==> config.mk <==
export PLATFORM = sky130hd
export DESIGN_NAME = fifo_burst_reader
export DESIGN_NICKNAME = d
export VERILOG_FILES = /design/src/rtl/fifo_pkg.sv /design/src/rtl/fifo_burst_reader_out_stage.sv /design/src/rtl/fifo_burst_reader.sv
export SDC_FILE = /design/constraint.sdc
export NUM_CORES = 1
export LEC_CHECK = 0
export CAP_MARGIN = 20
export CORE_MARGIN = 2
export CORE_UTILIZATION = 35
export DETAILED_ROUTE_END_ITERATION = 16
export PLACE_DENSITY_LB_ADDON = 0.12
export SYNTH_ARGS = -nofsm -noshare
export SYNTH_HDL_FRONTEND = slang
export SYNTH_HIERARCHICAL = 1
export SYNTH_SLANG_ARGS = --single-unit
==> constraint.sdc <==
create_clock -name CLK -period 1.8 [get_ports CLK]
set_input_delay 0.54 -clock CLK [delete_from_list [all_inputs] [get_ports CLK]]
set_output_delay 0.54 -clock CLK [all_outputs]
set_load 0.01 [all_outputs]
==> src/rtl/fifo_pkg.sv <==
// Shared types and default sizes for the FIFO burst reader.
package fifo_pkg;

    localparam int unsigned FIFO_DATA_W         = 8;
    localparam int unsigned FIFO_LEN_W          = 8;
    localparam int unsigned FIFO_TIMEOUT_CYCLES = 64;

    typedef enum logic [1:0] {
        IDLE  = 2'd0,
        RUN   = 2'd1,
        DRAIN = 2'd2,
        FIN   = 2'd3
    } state_e;

endpackage

==> src/rtl/fifo_burst_reader_out_stage.sv <==
// One-entry valid/ready output register for the burst reader stream.
module out_stage
    import fifo_pkg::*;
#(
    parameter int unsigned DATA_WIDTH = FIFO_DATA_W
) (
    input  logic                  clk_i,
    input  logic                  rst_ni,
    input  logic                  load_i,
    input  logic [DATA_WIDTH-1:0] data_i,
    input  logic                  ready_i,
    output logic [DATA_WIDTH-1:0] data_o,
    output logic                  valid_o,
    output logic                  can_accept_c_o,
    output logic                  hs_c_o
);

    logic [DATA_WIDTH-1:0] data_q, data_d;
    logic                  valid_q, valid_d;

    // Slot is free when empty or when its byte leaves this cycle.
    assign hs_c_o         = valid_q & ready_i;
    assign can_accept_c_o = ~valid_q | ready_i;

    // Load wins over drain so a pop during a handshake keeps valid high.
    always_comb begin
        data_d  = data_q;
        valid_d = valid_q;
        if (load_i) begin
            data_d  = data_i;
            valid_d = 1'b1;
        end else if (valid_q & ready_i) begin
            valid_d = 1'b0;
        end
    end

    // Output register with synchronous active-low reset.
    always_ff @(posedge clk_i) begin
        if (!rst_ni) begin
            data_q  <= '0;
            valid_q <= 1'b0;
        end else begin
            data_q  <= data_d;
            valid_q <= valid_d;
        end
    end

    assign data_o  = data_q;
    assign valid_o = valid_q;

endmodule

==> src/rtl/fifo_burst_reader.sv <==
// Read-side burst controller for the 8-bit async FIFO (read clock domain).
// Optional starvation timeout is compiled in with BURST_TIMEOUT_EN.
module fifo_burst_reader
    import fifo_pkg::*;
#(
    parameter int unsigned DATA_WIDTH     = FIFO_DATA_W,
    parameter int unsigned LEN_WIDTH      = FIFO_LEN_W
`ifdef BURST_TIMEOUT_EN
    ,
    parameter int unsigned TIMEOUT_CYCLES = FIFO_TIMEOUT_CYCLES
`endif
) (
    input  logic                  CLK,
    input  logic                  RST,
    input  logic                  EMPTY_flag,
    input  logic [DATA_WIDTH-1:0] FIFO_DATA,
    output logic                  R_EN,
    input  logic                  START,
    input  logic [LEN_WIDTH-1:0]  LEN,
    output logic                  BUSY,
    output logic [DATA_WIDTH-1:0] OUT_DATA,
    output logic                  OUT_VALID,
    input  logic                  OUT_READY,
    output logic                  DONE,
    output logic [LEN_WIDTH-1:0]  XFER_CNT
`ifdef BURST_TIMEOUT_EN
    ,
    output logic                  TIMEOUT
`endif
);

    state_e                state_q, state_d;
    logic [LEN_WIDTH-1:0]  remaining_q, remaining_d;
    logic [LEN_WIDTH-1:0]  xfer_cnt_q, xfer_cnt_d;
    logic                  done_q, done_d;
    logic                  busy_q, busy_d;

    logic                  can_accept_c;
    logic                  hs_c;
    logic                  pop_c;
    logic                  to_hit_c;
    logic                  start_c;

    // Output byte register and handshake detection.
    out_stage #(
        .DATA_WIDTH (DATA_WIDTH)
    ) u_out_stage (
        .clk_i          (CLK),
        .rst_ni         (RST),
        .load_i         (pop_c),
        .data_i         (FIFO_DATA),
        .ready_i        (OUT_READY),
        .data_o         (OUT_DATA),
        .valid_o        (OUT_VALID),
        .can_accept_c_o (can_accept_c),
        .hs_c_o         (hs_c)
    );

    assign start_c = (state_q == IDLE) & START;

    // Pop only in RUN with data available, bytes owed and a free output slot.
    assign pop_c = (state_q == RUN) & ~EMPTY_flag & (remaining_q != '0)
                 & can_accept_c & ~to_hit_c;
    assign R_EN  = pop_c;

    // Next-state and counter logic.
    always_comb begin
        state_d     = state_q;
        remaining_d = remaining_q;
        xfer_cnt_d  = xfer_cnt_q;
        if (hs_c) begin
            xfer_cnt_d = xfer_cnt_q + LEN_WIDTH'(1);
        end
        case (state_q)
            IDLE: begin
                if (START) begin
                    remaining_d = LEN;
                    xfer_cnt_d  = '0;
                    state_d     = (LEN != '0) ? RUN : FIN;
                end
            end
            RUN: begin
                if (to_hit_c) begin
                    // A byte still waiting downstream must drain first.
                    state_d = (OUT_VALID & ~hs_c) ? DRAIN : FIN;
                end else if (pop_c) begin
                    remaining_d = remaining_q - LEN_WIDTH'(1);
                    if (remaining_q == LEN_WIDTH'(1)) begin
                        state_d = DRAIN;
                    end
                end
            end
            DRAIN: begin
                if (hs_c) begin
                    state_d = FIN;
                end
            end
            FIN: begin
                state_d = IDLE;
            end
            default: begin
                state_d = IDLE;
            end
        endcase
        done_d = (state_q == FIN);
        busy_d = (state_d != IDLE);
    end

    // FSM state and counter registers.
    always_ff @(posedge CLK) begin
        if (!RST) begin
            state_q     <= IDLE;
            remaining_q <= '0;
            xfer_cnt_q  <= '0;
            done_q      <= 1'b0;
            busy_q      <= 1'b0;
        end else begin
            state_q     <= state_d;
            remaining_q <= remaining_d;
            xfer_cnt_q  <= xfer_cnt_d;
            done_q      <= done_d;
            busy_q      <= busy_d;
        end
    end

    assign BUSY     = busy_q;
    assign DONE     = done_q;
    assign XFER_CNT = xfer_cnt_q;

`ifdef BURST_TIMEOUT_EN
    localparam int unsigned TO_W = $clog2(TIMEOUT_CYCLES + 1);

    logic [TO_W-1:0] starve_q, starve_d;
    logic            to_flag_q, to_flag_d;
    logic            timeout_q, timeout_d;

    assign to_hit_c = (state_q == RUN) & (starve_q == TO_W'(TIMEOUT_CYCLES));

    // Starvation counter; the sticky flag surfaces on TIMEOUT with DONE.
    always_comb begin
        starve_d  = starve_q;
        to_flag_d = to_flag_q;
        timeout_d = timeout_q;
        if (start_c) begin
            starve_d  = '0;
            to_flag_d = 1'b0;
            timeout_d = 1'b0;
        end else if (state_q == RUN) begin
            if (to_hit_c) begin
                to_flag_d = 1'b1;
            end else if (pop_c) begin
                starve_d = '0;
            end else if (EMPTY_flag) begin
                starve_d = starve_q + TO_W'(1);
            end
        end else if ((state_q == FIN) & to_flag_q) begin
            timeout_d = 1'b1;
        end
    end

    // Starvation registers.
    always_ff @(posedge CLK) begin
        if (!RST) begin
            starve_q  <= '0;
            to_flag_q <= 1'b0;
            timeout_q <= 1'b0;
        end else begin
            starve_q  <= starve_d;
            to_flag_q <= to_flag_d;
            timeout_q <= timeout_d;
        end
    end

    assign TIMEOUT = timeout_q;
`else
    assign to_hit_c = 1'b0;

    // START qualification only matters for the timeout logic.
    logic unused_c;
    assign unused_c = start_c;
`endif

endmodule

==> results of run 1 <==
## state kept, by name, indices dropped and copies added, names as in the netlist
name	flops
DONE	1
XFER_CNT	8
state_q	2
u_out_stage/data_o	8
remaining_q	8
BUSY	1
u_out_stage/valid_o	1
## where the power goes
group	switching [mW]	total, mW	internal (mW)
Combinational	0.200	0.429	0.228
Clock	0.225	0.498	0.274
Sequential	0.0259	0.705	0.679
## area by class of cell
type	count	area (um2)
flip-flops and latches	29	584.3
clock buffers	8	80.08
repair buffers	64	578.1
inverters	7	26.28
well taps	50	62.56
fillers	391	1882
multi-input cells	122	815.8
## worst reg2reg max path: cells and delay by family (launching register included)
kind            cells  cell delay, ns
fa+ha+maj           1            0.17
compound gates      2            0.34
buf+inv             2            0.18
simple gates        2            0.49
flops               1            0.31
## layer usage
layer  wire [um]  track usage  part of all wire
met3         191      0.05195             0.051
met4          67      0.07598             0.018
met2        1879       0.3041              0.50
met5           0            0                 0
met1        1634       0.2157              0.43
## worst max-delay path by stage
stage,end,start,cells past startpoint
2_1_floorplan,R_EN,OUT_READY,5
3_3_place_gp,R_EN,OUT_READY,6
6_report,R_EN,remaining_q[2],4
5_1_grt,R_EN,remaining_q[2],4
4_1_cts,R_EN,remaining_q[2],4
3_5_place_dp,R_EN,OUT_READY,6
## kinds of logic after synthesis
| kind of cell | after synthesis | share of synthesized area |
|---|---|---|
| compound gates | 30 | 0.1435 |
| flops | 29 | 0.3962 |
| mux | 11 | 0.07515 |
| buf+inv | 16 | 0.05978 |
| fa+ha+maj | 4 | 0.03416 |
| simple gates | 70 | 0.2494 |
| xor+xnor | 7 | 0.04185 |
## repair_timing
action,4_1_cts,5_1_grt
pin swaps,3,0
resized for setup,19,3
buffers inserted,0,0
endpoints found under the setup margin,16,4
endpoints found under the hold margin,0,0
## layout by cell type (no fill, tap or decap), drive strengths merged, types with 2 or more instances in the layout
cell / instances
nor3: 3
ha: 4
nor4: 3
nand2: 15
and3: 3
nor2: 18
buf: 27
dfxtp: 29
mux2i: 11
inv: 7
nand4: 3
nor2b: 11
a21oi: 14
o22ai: 2
nand2b: 3
and2: 3
xor2: 6
dlymetal6s2s: 3
clkdlybuf4s50: 33
clkbuf: 8
o32ai: 4
nand3: 5
==> flow_metrics.tcl, run 1 <==
set metrics [dict create \
    outcome "complete, but fails checks" \
    violated_checks "negative setup slack" \
    detail_route.wirelength_um 3772 \
    insertion_delay_ns 0.27 \
    worst_r2r_path_depth 7 \
    worst_slack_ns -0.04636 \
    synth_fp_nets 192 \
    synth_warnings 6 \
    main_flop_type_after_synthesis "sky130_fd_sc_hd__dfxtp_1" \
    drtPass1Iterations 4 \
    num_ports 41 \
    critPathKind "reg -> out" \
    num_rows 23 \
    final_total_power_mw 1.632 \
    post_layout_nonfiller_instances 280 \
    syn_to_final_growth_pct 46.54 \
    worst_path_max_delay_cell "sky130_fd_sc_hd__dfxtp_2" \
    timing.hold.worst_endpoint "remaining_q[7]" \
    remaining_drc_errors 0 \
    die_x_um 68.70 \
    maxCapViolCount 0 \
    preCtsSetupSlack_ns -0.8468 \
    max_freq_mhz 541.6 \
    worstPathArrival_ns 1.31 \
    maxSlewViolCount 0 \
    grt-ovfl-total 0 \
    hpwl_um 2761 \
    post_synth_most_frequent_cells "29 x sky130_fd_sc_hd__dfxtp_1, 18 x sky130_fd_sc_hd__nor2_1, 15 x sky130_fd_sc_hd__nand2_1" \
    yosys.cell_types.count 39 \
    worstSetupEndpointType "primary output" \
    hold_sp "remaining_q[7]" \
    finalSetupTns_ns -0.04636 \
    dp.cells 272 \
    placeableCoreArea_um2 4029 \
    synth.most_common_cell "sky130_fd_sc_hd__dfxtp_1" \
    cts-hold-fix-buffers 0 \
    ant_nets 0 \
    synth-seq-cells 29 \
    tightestPinTransition_ns 0.5508 \
    antenna_found_initial 0 \
    clkSlewWorstSetupHoldPaths_ns 0.06 \
    crit_required_ns 1.26 \
    clock_tree.htree_level_count 2 \
    hold_path.class "reg -> reg" \
    regToRegEndpoint "remaining_q[4]" \
    fp.dieH_um 68.70 \
    cts-root-buf "sky130_fd_sc_hd__clkbuf_8" \
    cts_buffers 5 \
    post_route_cells_drive_above_1_share 0.1783 \
    grt_pass1_wl_um 6285 \
    crit_path_max_fo 2 \
    post_drt_via_cell_ratio 5.064 \
    final_hold_viol_count 0 \
    dpl-instance-area_um2 2047 \
    worst_hold_path.num_cells 2 \
    cpLargestDelayFamily "flip-flops" \
    synth_enable_flop_cells 0 \
    yosysTopAreaCell "sky130_fd_sc_hd__dfxtp_1" \
    r2r-start "remaining_q[1]" \
    cpPeakStageDelay_ns 0.34 \
    finalNetCount 254 \
    postSynth.asyncResetShare 0 \
    synthTopCellsByArea "sky130_fd_sc_hd__dfxtp_1 40%, sky130_fd_sc_hd__mux2i_1 7.5%, sky130_fd_sc_hd__a21oi_1 4.8%" \
    post-synth-top-area-fraction 0.3962 \
    power.density_nw_per_um2 760.3 \
    yosysSeqAreaShare 0.3962 \
    cts.path.max_buffers 2 \
    grt_usage 0.1812 \
    finalCriticalPeriod_ns 1.846 \
    timing.clock.skew_ns 0.002723 \
    cell_area_after_technology_mapping_um2 1465 \
    max_slew_margin 0.6328 \
    clock_sink_count 29 \
    total_vias_in_the_final_route 1418 \
    power.ir.vdd_worst_v 0.0003493 \
    crit_path_cell_trace "nor4_4 > a31o_1 > inv_1 > buf_2" \
    critPathLaunchType "flip-flop" \
    initialDrtViolationCount 58 \
    tritoncts "yes" \
    synth_area_per_cell_um2 8.773 \
    grt_setup_unrepaired "yes" \
    netlist_instances 167 \
    crit_buf_inv 2 \
    timing.final.crit_share 1.026 \
    die_area_um2 4720 \
    whs_ns 0.4516 \
    routed_wirelength_normalized_by_instance_count_um 13.47 \
    initial_utilization 0.3637 \
    rrSetupSlack_ns 0.23 \
    buffer_ports.inserted 40 \
    final-setup-viol-count 1 \
    post-route-util 0.5329 \
    leakage_nw 0.8953 \
    grt_max_degree 21 \
    gpl_wtd_cong 0.8465 \
    finalInstanceArea_um2 2147 \
    num_antenna_cells 0 \
    first_global_vias 1402 \
]
Note: power is estimated with default switching activity, not from simulation.
==> run 2: changes to the inputs <==
Settings changed: CORE_MARGIN 2 to not set.
==> flow_metrics.tcl, run 2 (synthesis gave the netlist of run 1 again) <==
set metrics [dict create \
    crit_path_max_fo 2 \
    insertion_delay_ns 0.28 \
    clock_tree.htree_level_count 2 \
    tritoncts "yes" \
    crit_required_ns 1.26 \
    max_freq_mhz 533.6 \
    cts-root-buf "sky130_fd_sc_hd__clkbuf_8" \
    num-fill-cells 365 \
    num_ports 41 \
    finalCriticalPeriod_ns 1.874 \
    first_global_vias 1318 \
    timing.final.crit_share 1.041 \
    leakage_nw 0.8926 \
    whs_ns 0.4631 \
    post_route_cells_drive_above_1_share 0.1974 \
    final_common_cell "sky130_fd_sc_hd__clkdlybuf4s50_1" \
    worstSetupEndpointType "primary output" \
    grt_pass1_wl_um 5796 \
    regToRegEndpoint "remaining_q[0]" \
    syn_to_final_growth_pct 50.47 \
    num_antenna_cells 0 \
    initial_utilization 0.3663 \
    crit_end "R_EN" \
    remaining_drc_errors 0 \
    power.ir.vdd_worst_v 0.0005843 \
    clkSlewWorstSetupHoldPaths_ns 0.07 \
    cts_buffers 5 \
    fp.dieH_um 66.70 \
    worstPathArrival_ns 1.33 \
    placeableCoreArea_um2 4000 \
    total_vias_in_the_final_route 1382 \
    detail_route.wirelength_um 3568 \
    grt_setup_unrepaired "yes" \
    multi_input_area_um2 815.8 \
    regArea_um2 584.3 \
    outcome "complete, but fails checks" \
    die_x_um 66.70 \
    antenna_found_initial 0 \
    finalInstanceArea_um2 2205 \
    tightestPinTransition_ns 0.4976 \
    dp.cells 274 \
    post_drt_via_cell_ratio 4.883 \
    routed_wirelength_normalized_by_instance_count_um 12.61 \
    preCtsSetupSlack_ns -0.8359 \
    initialDrtViolationCount 51 \
    worst_slack_ns -0.07399 \
    buffer_ports.inserted 40 \
    maxCapViolCount 0 \
    final-setup-viol-count 1 \
    grt_usage 0.1717 \
    rrSetupSlack_ns 0.17 \
    grt-ovfl-total 0 \
    max_slew_margin 0.6657 \
    setup.worst_path.start "remaining_q[4]" \
    grt_max_degree 21 \
    hpwl_um 2664 \
    cts.path.max_buffers 2 \
    die_area_um2 4449 \
    r2r-start "remaining_q[4]" \
    power.density_nw_per_um2 825.2 \
    critPathKind "reg -> out" \
    dpl-instance-area_um2 2062 \
    ant_nets 0 \
    post-route-util 0.5511 \
    violated_checks "negative setup slack" \
    drtPass1Iterations 4 \
    timing.clock.skew_ns 0.007348 \
    gpl_wtd_cong 0.8105 \
    clock_sink_count 29 \
    finalNetCount 257 \
    num_rows 23 \
    commonest_cells_after_routing_fill_and_taps_aside "34 x sky130_fd_sc_hd__clkdlybuf4s50_1, 27 x sky130_fd_sc_hd__buf_4, 26 x sky130_fd_sc_hd__dfxtp_1" \
    final_hold_viol_count 0 \
    maxSlewViolCount 0 \
    hold_path.class "reg -> reg" \
    worst_r2r_path_depth 6 \
    post_layout_nonfiller_instances 283 \
    critPathLaunchType "flip-flop" \
]
-- run 2: cell types whose count changed in the layout (fill, tap and decap cells not counted), sizes merged --
cell,change
buf,+2
bufinv,+1
clkbuf,-1
clkdlybuf4s15,+1
clkdlybuf4s50,+1
dlygate4sd2,+1
dlymetal6s2s,-2
-- run 2: stage by stage --
step / total power, mW / setup TNS [ns]
after floorplan: 0.9298 / 0
after global placement: 1.114 / -6.825
after detailed placement: 1.121 / -7.120
after CTS: 1.833 / -0.07261
after global routing: 1.914 / -0.1336
final: 1.819 / -0.07399
-- run 2: where the power goes --
| group | total, mW | switching (mW) | internal [mW] |
|---|---|---|---|
| sequential | 0.702 | 0.0235 | 0.679 |
| clock | 0.698 | 0.247 | 0.451 |
| combinational | 0.419 | 0.194 | 0.225 |
| total | 1.82 | 0.464 | 1.35 |
-- run 2: layout make-up --
type,count,share of cell area
multi-input cells,122,0.3700
repair buffers,67,0.2719
flip-flops and latches,29,0.2650
clock buffers,7,0.03916
well taps,50,0.02838
clock inverters,1,0.01362
inverters,7,0.01192
-- run 2: worst max-delay path, stage by stage, from the launching register on --
cell and delay, ns:
sky130_fd_sc_hd__dfxtp_2 0.34, sky130_fd_sc_hd__nor4_4 0.32, sky130_fd_sc_hd__a31o_1 0.23, sky130_fd_sc_hd__inv_2 0.05
sky130_fd_sc_hd__buf_6 0.11
-- run 2: timing repair --
| action | in CTS | in global routing |
|---|---|---|
| cloned | 0 | 0 |
| pin swaps | 3 | 2 |
| endpoints found under the setup margin | 17 | 3 |
| setup buffers | 0 | 1 |
| hold buffers | 0 | 0 |
| gates resized for setup | 16 | 5 |
-- run 2: worst min-delay path by stage --
| stage | from | endpoint | slack, ns | depth (start not counted) |
|---|---|---|---|---|
| 2_1_floorplan | remaining_q[7] | remaining_q[7] | 0.43 | 2 |
| 3_3_place_gp | remaining_q[7] | remaining_q[7] | 0.45 | 2 |
| 3_5_place_dp | remaining_q[7] | remaining_q[7] | 0.45 | 2 |
| 4_1_cts | remaining_q[7] | remaining_q[7] | 0.46 | 2 |
| 5_1_grt | remaining_q[7] | remaining_q[7] | 0.50 | 2 |
| 6_report | remaining_q[7] | remaining_q[7] | 0.46 | 2 |
-- run 2: per-layer routing --
metal,vias up,part of all wire,track usage
met5,-,0,0
met4,0,0.0050,0.03989
met3,3,0.061,0.04623
met2,37,0.44,0.2765
met1,629,0.49,0.2259
li1,713,-,-
